<file path="src/rtl/uart_cmd_loader.sv">
// uart_cmd_loader
//   Decodes the host command byte stream coming out of the UART receiver and
//   drives the MIPS instruction memory write port and debug run/step controls.
//
//   Protocol (one byte per rx_valid strobe):
//     0x01 N b0 b1 b2 b3 ...  LOAD: N words, each sent as 4 bytes, LSB first,
//                             written to consecutive word addresses from 0.
//     0x02                    RUN:  one-cycle run pulse.
//     0x03                    STEP: one-cycle step pulse.
//     anything else           err pulse.
//   A LOAD that stalls for TIMEOUT idle cycles is aborted with err.
//
// Ports:
//   clk, reset          system clock, synchronous active-high reset
//   rx_data, rx_valid   received byte and its one-cycle strobe
//   mem_we, mem_addr,   instruction-memory write strobe, word address and data
//   mem_wdata
//   run, step           processor control pulses
//   load_done, err      LOAD completion / abort-or-bad-command pulses
//   busy, state_dbg     FSM status (state_dbg: IDLE=0, COUNT=1, DATA=2)
//
// Every response is registered and appears one cycle after the causing byte.

module uart_cmd_loader #(
  parameter int DATA_W  = 8,
  parameter int WORD_W  = 32,
  parameter int ADDR_W  = 8,
  parameter int TIMEOUT = 3000000
) (
  input  logic              clk,
  input  logic              reset,
  input  logic [DATA_W-1:0] rx_data,
  input  logic              rx_valid,
  output logic              mem_we,
  output logic [ADDR_W-1:0] mem_addr,
  output logic [WORD_W-1:0] mem_wdata,
  output logic              run,
  output logic              step,
  output logic              load_done,
  output logic              err,
  output logic              busy,
  output logic [1:0]        state_dbg
);

  localparam int BYTES = WORD_W / DATA_W;
  localparam int TMO_W = (TIMEOUT > 2) ? $clog2(TIMEOUT) : 1;
  localparam logic [TMO_W-1:0] TMO_LAST = TMO_W'(TIMEOUT - 1);

  localparam logic [DATA_W-1:0] CMD_LOAD = DATA_W'(1);
  localparam logic [DATA_W-1:0] CMD_RUN  = DATA_W'(2);
  localparam logic [DATA_W-1:0] CMD_STEP = DATA_W'(3);

  typedef enum logic [1:0] {
    IDLE  = 2'd0,
    COUNT = 2'd1,
    DATA  = 2'd2
  } state_t;

  state_t              state, state_nxt;
  logic [1:0]          byte_idx, byte_idx_nxt;
  logic [ADDR_W-1:0]   word_idx, word_idx_nxt;
  logic [DATA_W-1:0]   word_cnt, word_cnt_nxt;
  logic [TMO_W-1:0]    tmo_cnt, tmo_cnt_nxt;
  logic [WORD_W-1:0]   asm_word, asm_word_nxt;
  logic [WORD_W-1:0]   asm_ins;

  logic                we_q, we_nxt;
  logic [ADDR_W-1:0]   addr_q, addr_nxt;
  logic [WORD_W-1:0]   wdata_q, wdata_nxt;
  logic                run_q, run_nxt;
  logic                step_q, step_nxt;
  logic                done_q, done_nxt;
  logic                err_q, err_nxt;

  always_ff @(posedge clk) begin
    if (reset) begin
      state    <= IDLE;
      byte_idx <= '0;
      word_idx <= '0;
      word_cnt <= '0;
      tmo_cnt  <= '0;
      asm_word <= '0;
      we_q     <= 1'b0;
      addr_q   <= '0;
      wdata_q  <= '0;
      run_q    <= 1'b0;
      step_q   <= 1'b0;
      done_q   <= 1'b0;
      err_q    <= 1'b0;
    end else begin
      state    <= state_nxt;
      byte_idx <= byte_idx_nxt;
      word_idx <= word_idx_nxt;
      word_cnt <= word_cnt_nxt;
      tmo_cnt  <= tmo_cnt_nxt;
      asm_word <= asm_word_nxt;
      we_q     <= we_nxt;
      addr_q   <= addr_nxt;
      wdata_q  <= wdata_nxt;
      run_q    <= run_nxt;
      step_q   <= step_nxt;
      done_q   <= done_nxt;
      err_q    <= err_nxt;
    end
  end

  always_comb begin
    state_nxt    = state;
    byte_idx_nxt = byte_idx;
    word_idx_nxt = word_idx;
    word_cnt_nxt = word_cnt;
    tmo_cnt_nxt  = tmo_cnt;
    asm_word_nxt = asm_word;
    we_nxt       = 1'b0;
    addr_nxt     = addr_q;
    wdata_nxt    = wdata_q;
    run_nxt      = 1'b0;
    step_nxt     = 1'b0;
    done_nxt     = 1'b0;
    err_nxt      = 1'b0;

    // Assembly register with the incoming byte dropped into its lane.
    asm_ins = asm_word;
    for (int k = 0; k < BYTES; k++) begin
      if (byte_idx == 2'(k)) asm_ins[k*DATA_W +: DATA_W] = rx_data;
    end

    if (rx_valid) begin
      case (state)
        IDLE: begin
          case (rx_data)
            CMD_LOAD: begin
              state_nxt    = COUNT;
              word_idx_nxt = '0;
              tmo_cnt_nxt  = '0;
            end
            CMD_RUN:  run_nxt  = 1'b1;
            CMD_STEP: step_nxt = 1'b1;
            default:  err_nxt  = 1'b1;
          endcase
        end
        COUNT: begin
          tmo_cnt_nxt = '0;
          if (rx_data == '0) begin
            done_nxt  = 1'b1;
            state_nxt = IDLE;
          end else begin
            word_cnt_nxt = rx_data;
            byte_idx_nxt = '0;
            asm_word_nxt = '0;
            state_nxt    = DATA;
          end
        end
        DATA: begin
          tmo_cnt_nxt = '0;
          if (byte_idx == 2'(BYTES - 1)) begin
            we_nxt       = 1'b1;
            addr_nxt     = word_idx;
            wdata_nxt    = asm_ins;
            word_idx_nxt = word_idx + ADDR_W'(1);
            word_cnt_nxt = word_cnt - DATA_W'(1);
            byte_idx_nxt = '0;
            asm_word_nxt = '0;
            if (word_cnt == DATA_W'(1)) begin
              done_nxt  = 1'b1;
              state_nxt = IDLE;
            end
          end else begin
            asm_word_nxt = asm_ins;
            byte_idx_nxt = byte_idx + 2'd1;
          end
        end
        default: state_nxt = IDLE;
      endcase
    end else if (state != IDLE) begin
      // Inter-byte watchdog; a byte arriving on the expiry cycle takes the
      // branch above, so it always wins over the abort.
      if (tmo_cnt == TMO_LAST) begin
        err_nxt      = 1'b1;
        state_nxt    = IDLE;
        byte_idx_nxt = '0;
        asm_word_nxt = '0;
        tmo_cnt_nxt  = '0;
      end else begin
        tmo_cnt_nxt = tmo_cnt + TMO_W'(1);
      end
    end
  end

  // Pulses are masked while reset is held so nothing fires during reset,
  // even a pulse registered on the edge just before reset was raised.
  assign mem_we    = we_q & ~reset;
  assign run       = run_q & ~reset;
  assign step      = step_q & ~reset;
  assign load_done = done_q & ~reset;
  assign err       = err_q & ~reset;
  assign mem_addr  = addr_q;
  assign mem_wdata = wdata_q;
  assign busy      = (state != IDLE);
  assign state_dbg = state;

endmodule

</file>
<file path="config.mk">
export PLATFORM = sky130hd
export DESIGN_NAME = uart_cmd_loader
export DESIGN_NICKNAME = d
export VERILOG_FILES = /design/src/rtl/uart_cmd_loader.sv
export SDC_FILE = /design/constraint.sdc
export NUM_CORES = 1
export LEC_CHECK = 0
export CAP_MARGIN = 5
export CORE_ASPECT_RATIO = 1.75
export CORE_UTILIZATION = 55
export DETAILED_ROUTE_END_ITERATION = 6
export DONT_BUFFER_PORTS = 1
export GPL_ROUTABILITY_DRIVEN = 0
export GPL_TIMING_DRIVEN = 0
export PLACE_DENSITY_LB_ADDON = 0.3
export SKIP_LAST_GASP = 1
export SLEW_MARGIN = 40
export SYNTH_ARGS = -nofsm -noshare
export SYNTH_HDL_FRONTEND = slang
export SYNTH_SLANG_ARGS = --single-unit
</file>
<file path="constraint.sdc">
create_clock -name clk -period 4.6 [get_ports clk]
set_input_delay 0.69 -clock clk [delete_from_list [all_inputs] [get_ports clk]]
set_output_delay 0.69 -clock clk [all_outputs]
set_load 0.005 [all_outputs]
</file>
==> metrics.cfg, run 1 <==
[synthesis]
ys_top_cells_by_count = 111 x dfxtp_1, 64 x nor2_1, 54 x nand2_1
async_reset_ff_frac = 0
yosysTopAreaCell = dfxtp_1
synth_top_area_frac = 0.429
yosys_warnings = 0
synth_cell_types = 56
synth_area_sq_mm = 0.00518
dominantRegCellSynth = dfxtp_1
netlist_instances = 590
postSynthAreaPerCell_sq_um = 8.78
synth_seq_cells = 111
synth_edf_count = 0
syn-num-nets = 612
yosys-top-cells-area = dfxtp_1 43%, mux2i_1 4.6%, nor2_1 4.6%
synth-seq-area-share = 0.429
yosys.cell_count.top_type = dfxtp_1

[floorplan]
die_w_um = 75.3
dieArea_sq_mm = 0.00982
coreArea_sq_mm = 0.00909
io_pins = 59
floorplan.initialDensity = 0.569
core.rowCount = 46
die_height_um = 130

[cells_and_area]
syn_to_final_growth_pct = 9.04
fin_nets = 623
fill_cells = 859
insertedDiodeCount = 0
drive_gt1_frac = 0.0611

[sta]
setup_slack_ns = 2.03
finClkSkew_ns = 0.00831
fin_crit_sh = 0.559
tns_ns = 0
hold_viol = 0
finalMaxSlewViolations = 0
rsz0062_at_grt = no
worst_pin_slew_ns = 0.796
slew_headroom = 0.465
setup_viol = 0
max_freq_mhz = 389
post-route-min-period_ns = 2.57

[cts]
post_cts_buffers = 0
tritoncts = built
insertion_delay_ns = 0.35
h-tree-depth = 3
cts_buffers = 9
clk_pin_slew_ns = 0.07
cts_hold_buffers = 0
cts_buffer_depth = 2
clock-sinks = 111
root_buffer = clkbuf_16
cts_resized = 0

[route]
first_iter_violations = 313
routedWlPerCell_um = 17.1
vias_per_cell = 6.06
drt_wl_total_mm = 12.4
final_antenna_net_count = 0
dr.pass1.iters = 5
vias = 4400
drc_errors = 0

[run]
drv_cap = 0

[critical_path]
rrSetupSlack_ns = 2.05
end_kind = register
critPathMaxFanout = 10
path_buf_inv = 3
worst-endpoint-required_ns = 4.82
start_kind = input port
crit_path_frequent_cell = buf_2
worstPathArrival_ns = 2.80
cpPeakStageDelay_ns = 0.64
crit_chain = clkbuf_1 > or4_4 > o21ai_2 > buf_2 > buf_2 > nand3_1 > xor2_1 > nor2_1
critical_path_class = input port to register
crit_family = buffers and inverters
cp_slowest_cell = or4_4

[placement]
hpwl_mm = 9.05
preCtsSetupSlack_ns = 1.72
portBuffers = 0

[worst_hold_path]
hp-class = register to register

[global_route]
grt_start_max_net_pins = 19
antenna_found_initial = 0
grt_pass1_vias = 4195
grt_overflow = 0
track_usage = 0.266
grt_first_pass_wirelength_mm = 19.8

[status]
status = finished clean

[power_and_ir_drop]
ir_drop_uv = 216
p_per_area_mw_per_mm2 = 322
leakagePower_nw = 1.86

[metal layers]
layer | share of wire | global-route usage
met2 | 0.53 | 0.470
met3 | 0.055 | 0.0517
met5 | 0 | 0
met4 | 0.028 | 0.134
met1 | 0.38 | 0.294
[worst min-delay path, stage by stage (launching register included)]
cell and delay (ns):
dfxtp_1 0.32, nand2_1 0.05, a21oi_1 0.05
[cells in the final DEF (no fill, tap or decap), types with 7 or more instances in the layout]
cell type	synthesis	layout
nand2_1	54	54
o21ai_0	18	18
inv_1	18	18
dfxtp_1	111	111
o2bb2ai_1	25	25
clkbuf_16	0	9
xnor2_1	7	7
a21oi_1	34	34
nor2b_1	9	9
xor2_1	17	17
nor2_1	64	64
clkbuf_1	28	28
mux2i_1	24	24
a22oi_1	24	24
a211oi_1	24	24
nand3_1	23	23
buf_2	7	7
nand4_1	13	13
ha_1	11	11
[path summary, 6_finish.rpt]
path | startpoint | to | depth (start not counted)
max | rx_data[3] | tmo_cnt[6]$_SDFFE_PP0P_ | 8
min | mem_wdata[29]$_SDFFE_PP0P_ | mem_wdata[29]$_SDFFE_PP0P_ | 2
max reg2reg | state_dbg[0]$_SDFFE_PP0P_ | tmo_cnt[19]$_SDFFE_PP0P_ | 8
min reg2reg | mem_wdata[29]$_SDFFE_PP0P_ | mem_wdata[29]$_SDFFE_PP0P_ | 2
[area by class of cell]
type | count | area, sq um | area share
plain buffers | 43 | 185 | 0.0328
clock buffers | 10 | 239 | 0.0423
clock inverters | 6 | 67.6 | 0.0120
inverters | 18 | 67.6 | 0.0120
multi-input cells | 418 | 2710 | 0.481
flip-flops and latches | 111 | 2220 | 0.394
well taps | 120 | 150 | 0.0266
[flip-flops by register name (all words and copies together), names as in the netlist]
register / flops
err_q: 1
mem_wdata: 32
we_q: 1
asm_word: 24
step_q: 1
state_dbg: 2
run_q: 1
done_q: 1
mem_addr: 8
word_cnt: 8
word_idx: 8
byte_idx: 2
tmo_cnt: 22
[logic make-up (layout without fill, tap and decap cells)]
kind of cell    Yosys count  in the layout  synth area share
fa+ha+maj                11             11            0.0266
flops                   111            111             0.429
buf+inv                  61             77            0.0488
compound gates          151            151             0.205
xor+xnor                 24             24            0.0406
mux                      24             24            0.0464
simple gates            208            208             0.203
[stage by stage]
step           cells  area, sq um  hold slack, ns  utilization  power (W)
3_3_place_gp     710         5330           0.453        0.586    0.00105
3_5_place_dp     710         5330           0.464        0.586    0.00105
5_1_grt          726         5650           0.492        0.621    0.00187
6_report         726         5650           0.475        0.621    0.00182
2_1_floorplan    590         5180           0.432            -    0.00103
4_1_cts          726         5630           0.476        0.620    0.00183
[power breakdown]
group	internal, W	total, W	switching, W
logic	0.0000175	0.0000686	0.0000510
registers	0.000961	0.000961	0.000000296
clock network	0.000440	0.000789	0.000349
No activity file was read; power rests on OpenSTA's default activity.
==> inputs of run 2 (changes only) <==
==> constraint.sdc (replaced) <==
create_clock -name clk -period 2.15 [get_ports clk]
set_input_delay 0.3225 -clock clk [delete_from_list [all_inputs] [get_ports clk]]
set_output_delay 0.3225 -clock clk [all_outputs]
set_load 0.005 [all_outputs]
==> run 2 against run 1 <==
  * Clock skew grew 0.0025 ns
  * Non-clock buffer count is 6 higher
  * Largest cell class unchanged
  * Combinational power rose by 120%
  * Routed wire length up 2.1%
  * Largest power group unchanged
  * Critical path depth is the same
  * Highest routed layer unchanged
  * Flip-flop and latch count is the same
  * Hold slack got worse by 0.31 ns
  * Via count is 1.5% higher
  * Core utilization increased by 1.3 points
  * Clock-buffer cell count unchanged
  * Design area up 2.1%
==> metrics.cfg, run 2 (synthesis results as in run 1) <==
[status]
status = finished clean

[cts]
cts_buffers = 9
tritoncts = built
cts_buffer_depth = 2
h-tree-depth = 3
insertion_delay_ns = 0.35
root_buffer = clkbuf_16
clk_pin_slew_ns = 0.07
clock-sinks = 111

[route]
vias_per_cell = 6.10
drc_errors = 0
dr.pass1.iters = 6
first_iter_violations = 341
vias = 4466
drt_wl_total_mm = 12.7
routedWlPerCell_um = 17.4
final_antenna_net_count = 0

[critical_path]
worst-endpoint-required_ns = 2.37
critPathMaxFanout = 10
critical_path_class = register to register
cpPeakStageDelay_ns = 0.38
startpoint = tmo_cnt[1]$_SDFFE_PP0P_
r2r-start = tmo_cnt[1]$_SDFFE_PP0P_
start_kind = register
worstPathArrival_ns = 2.34
rr_worst_depth = 8
crit_chain = ha_1 > and4_1 > nand4_1 > nor4_4 > buf_4 > nor3_4 > buf_6 > o2bb2ai_1
end_kind = register
cp_slowest_cell = nor4_4

[floorplan]
dieArea_sq_mm = 0.00982
coreArea_sq_mm = 0.00909
io_pins = 59
floorplan.initialDensity = 0.569
die_w_um = 75.3
core.rowCount = 46
die_height_um = 130

[sta]
worst_pin_slew_ns = 0.605
post-route-min-period_ns = 2.12
slew_headroom = 0.596
max_freq_mhz = 472
finalMaxSlewViolations = 0
finClkSkew_ns = 0.0108
setup_viol = 0
hold_viol = 0
fin_crit_sh = 0.985
tns_ns = 0

[cells_and_area]
fin_nets = 629
final_util = 0.634
design_area_sq_mm = 0.00576
final_cell_mix = 108 x dfxtp_1, 63 x nor2_1, 54 x nand2_1
largest_reg_flops = 32
final_common_cell = dfxtp_1
syn_to_final_growth_pct = 11.3
fin_cells = 732
insertedDiodeCount = 0
drive_gt1_frac = 0.0948

[placement]
dpl_cell_area_sq_mm = 0.00533
portBuffers = 0
placed_cells = 710
hpwl_mm = 9.05

[global_route]
grt_overflow = 0
antenna_found_initial = 0
grt_pass1_vias = 4228
met2_usage = 0.478
track_usage = 0.269
grt_first_pass_wirelength_mm = 20.0
grtUsageMet1 = 0.295
grt.busiest_layer = met2
use_met3 = 0.0525
grt_start_max_net_pins = 19

[worst_hold_path]
whs_path_depth = 2
hp-class = input port to register
min_from = rx_data[1]

[run]
drv_cap = 0

[power_and_ir_drop]
ir_drop_uv = 458
p_per_area_mw_per_mm2 = 677
total_power_w = 0.00390
leakagePower_nw = 1.92

## run 2: cell types whose count changed in the layout (fill, tap and decap cells not counted), sizes merged
cell,delta
buf,+7
clkbuf,-1
## run 2: area by class of cell
cell class              count  area (sq um)
fillers                   833          3330
multi-input cells         418          2760
flip-flops and latches    111          2230
clock buffers              10           239
plain buffers              42           193
well taps                 120           150
clock inverters             6          67.6
inverters                  18          67.6
repair buffers              7          52.6
## run 2: path summary, 6_finish.rpt
check                           slack, ns                         end
worst max-delay path                 0.03   asm_word[18]$_SDFFE_PP0P_
worst min-delay path                 0.17   state_dbg[0]$_SDFFE_PP0P_
worst min register to register       0.47  mem_wdata[29]$_SDFFE_PP0P_
worst max register to register       0.03   asm_word[18]$_SDFFE_PP0P_
## run 2: repair_timing
item                                    in CTS  in global routing
hold buffers                                 0                  0
endpoints found under the setup margin      92                 97
setup buffers                                3                  4
pin swaps                                    3                  6
gates resized for setup                     13                 11
gates cloned                                 0                  0
## run 2: power by group
part	internal [W]	leakage, nW	switching [W]	total [W]
clock network	0.000941	0.150	0.000752	0.00169
registers	0.00205	0.896	0.000000647	0.00205
logic	0.0000420	0.875	0.000112	0.000154
total	0.00304	1.92	0.000865	0.00390
## run 2: critical path: cells and delay by family, from the launching register on
kind / cells / cell delay (ns)
DFF: 1 / 0.37
and+or+nand+nor: 4 / 0.94
AOI/OAI and AO/OA: 1 / 0.12
adders and majority gates: 1 / 0.20
buffers and inverters: 2 / 0.36
## run 2: metrics by stage
| step | setup WS, ns | hold slack (ns) |
|---|---|---|
| after global routing | -0.0638 | 0.169 |
| after global placement | -0.349 | 0.453 |
| final | 0.0324 | 0.166 |
| after floorplan | 0.0557 | 0.432 |
| after CTS | 0.00260 | 0.163 |
| after detailed placement | -0.367 | 0.464 |
## run 2: per-layer routing
layer	vias up	share of wire
met5	-	0
li1	2158	-
met2	140	0.52
met3	36	0.049
met4	0	0.035
met1	2132	0.39
==> inputs of run 3 (changes only) <==
--- a/config.mk
+++ b/config.mk
@@ -7,6 +7,7 @@
 export LEC_CHECK = 0
 export CAP_MARGIN = 5
 export CORE_ASPECT_RATIO = 1.75
+export CORE_MARGIN = 2
 export CORE_UTILIZATION = 55
 export DETAILED_ROUTE_END_ITERATION = 6
 export DONT_BUFFER_PORTS = 1
==> run 3 against run 2 <==
  * Cell count unchanged
  * Non-clock buffer count unchanged
  * Sequential share of layout area down 0.33 points
  * Combinational power about the same
  * Clock-buffer cell count unchanged
  * Via count up 0.13%
  * Design area up 0.87%
  * Flip-flop and latch count unchanged
  * Largest power group unchanged
==> metrics.cfg, run 3 (synthesis results as in run 1) <==
[status]
status = finished clean

[power_and_ir_drop]
switching_share = 0.218
combinationalPowerShare = 0.039
switchingPower_w = 0.000874
leakagePower_nw = 1.94
ir_drop_uv = 504
intPower_w = 0.00313
p_clk_frac = 0.448
p_per_area_mw_per_mm2 = 688
seq_power_share = 0.514

[placement]
hpwl_mm = 9.22
portBuffers = 0
dpl_cell_area_sq_mm = 0.00533
preCtsSetupSlack_ns = -0.358

[sta]
max_freq_mhz = 484
fin_crit_sh = 0.962
slew_headroom = 0.607
setup_viol = 0
setup_slack_ns = 0.0820
rsz0062_at_grt = yes
finClkSkew_ns = 0.00657
post-route-min-period_ns = 2.07
hold_viol = 0
finalMaxSlewViolations = 0
worst_pin_slew_ns = 0.590

[critical_path]
r2r-start = state_dbg[0]$_SDFFE_PP0P_
critical_path_class = register to register
startpoint = state_dbg[0]$_SDFFE_PP0P_
start_kind = register
crit_chain = inv_1 > ha_1 > buf_2 > or3_1 > nor4_4 > nor3_4 > buf_6 > o2bb2ai_1
end_kind = register
cp_slowest_cell = or3_1
worst-endpoint-required_ns = 2.38
path_buf_inv = 3
crit_family = simple AND/OR/NAND/NOR gates
critPathMaxFanout = 10
cpPeakStageDelay_ns = 0.44
worstPathArrival_ns = 2.30

[cts]
cts_buffer_depth = 2
cts_buffers = 9
tritoncts = built
clk_pin_slew_ns = 0.07
clock-sinks = 111
h-tree-depth = 3
root_buffer = clkbuf_16
insertion_delay_ns = 0.36

[global_route]
antenna_found_initial = 0
grt_pass1_vias = 4340
grt_start_max_net_pins = 19
grt_first_pass_wirelength_mm = 20.9
track_usage = 0.254
grt_overflow = 0

[cells_and_area]
fin_nets = 629
drive_gt1_frac = 0.109
insertedDiodeCount = 0
design_area_sq_mm = 0.00581
largest_reg_flops = 32
syn_to_final_growth_pct = 12.3
final_common_cell = dfxtp_1
fill_cells = 814
final_cell_mix = 108 x dfxtp_1, 63 x nor2_1, 54 x nand2_1

[floorplan]
die_height_um = 132
dieArea_sq_mm = 0.0102
die_w_um = 77.3
coreArea_sq_mm = 0.00909
floorplan.initialDensity = 0.569
io_pins = 59
core.rowCount = 46

[route]
final_antenna_net_count = 0
vias = 4472
dr.pass1.iters = 5
first_iter_violations = 293
drt_wl_total_mm = 12.9
drc_errors = 0
vias_per_cell = 6.11
routedWlPerCell_um = 17.7

[run]
drv_cap = 0

[worst_hold_path]
hp-class = input port to register
min_from = reset

[run 3: cell types whose count changed in the layout (fill, tap and decap cells not counted), sizes merged]
| cell | before | now |
|---|---|---|
| clkinvlp | 1 | 3 |
| bufinv | 1 | 2 |
| clkinv | 3 | 0 |
[run 3: through the flow]
stage               setup TNS [ns]  instances  hold slack (ns)  utilization  total power (W)
floorplan                        0        590            0.432            -          0.00220
global placement            -17.23        710            0.454        0.586          0.00224
detailed placement          -20.56        710            0.469        0.586          0.00225
CTS                              0        727            0.145        0.630          0.00403
global route                -0.254        732            0.144        0.639          0.00412
finish                           0        732            0.145        0.639          0.00400
[run 3: per-layer routing]
metal,track usage,vias up,routed length (um)
met4,0.110,0,367
met2,0.468,151,6960
met5,0,-,0
met1,0.263,2132,4830
li1,-,2158,-
met3,0.0719,31,769
[run 3: path summary, 6_finish.rpt]
path | endpoint | slack (ns) | cells past startpoint
setup / recovery | asm_word[16]$_SDFFE_PP0P_ | 0.08 | 8
hold / removal | tmo_cnt[0]$_SDFFE_PP0P_ | 0.15 | 3
setup reg to reg | asm_word[16]$_SDFFE_PP0P_ | 0.08 | 8
hold reg to reg | mem_addr[5]$_SDFFE_PP0P_ | 0.48 | 2
[run 3: power groups by stage]
stage | clock network, W | registers, W | logic, W
floorplan | 0 | 0.00210 | 0.0000990
global placement | 0 | 0.00210 | 0.000140
detailed placement | 0 | 0.00210 | 0.000142
CTS | 0.00182 | 0.00206 | 0.000146
global route | 0.00189 | 0.00205 | 0.000167
finish | 0.00179 | 0.00205 | 0.000155
[run 3: worst register-to-register path, stage by stage (launching register included)]
cell       delay (ns)
dfxtp_4          0.38
inv_1            0.07
ha_1             0.18
buf_2            0.19
or3_1            0.44
nor4_4           0.29
nor3_4           0.10
buf_6            0.16
o2bb2ai_1        0.12
[run 3: final cells by class]
type                       instances  area (sq um)  share of cell area
clock inverter                     6          93.8              0.0161
clock buffer                      10           229              0.0394
inverter                          18          67.6              0.0116
multi-input combinational        418          2790               0.481
buffer                            42           196              0.0338
tap                              120           150              0.0258
timing repair buffer               7          52.6             0.00904
sequential                       111          2230               0.383
[run 3: what timing repair did]
item	in CTS	in global routing
pin swaps	3	6
cloned	0	0
endpoints found under the setup margin	92	96
hold buffers	0	0
gates resized for setup	18	18
setup buffers	2	5
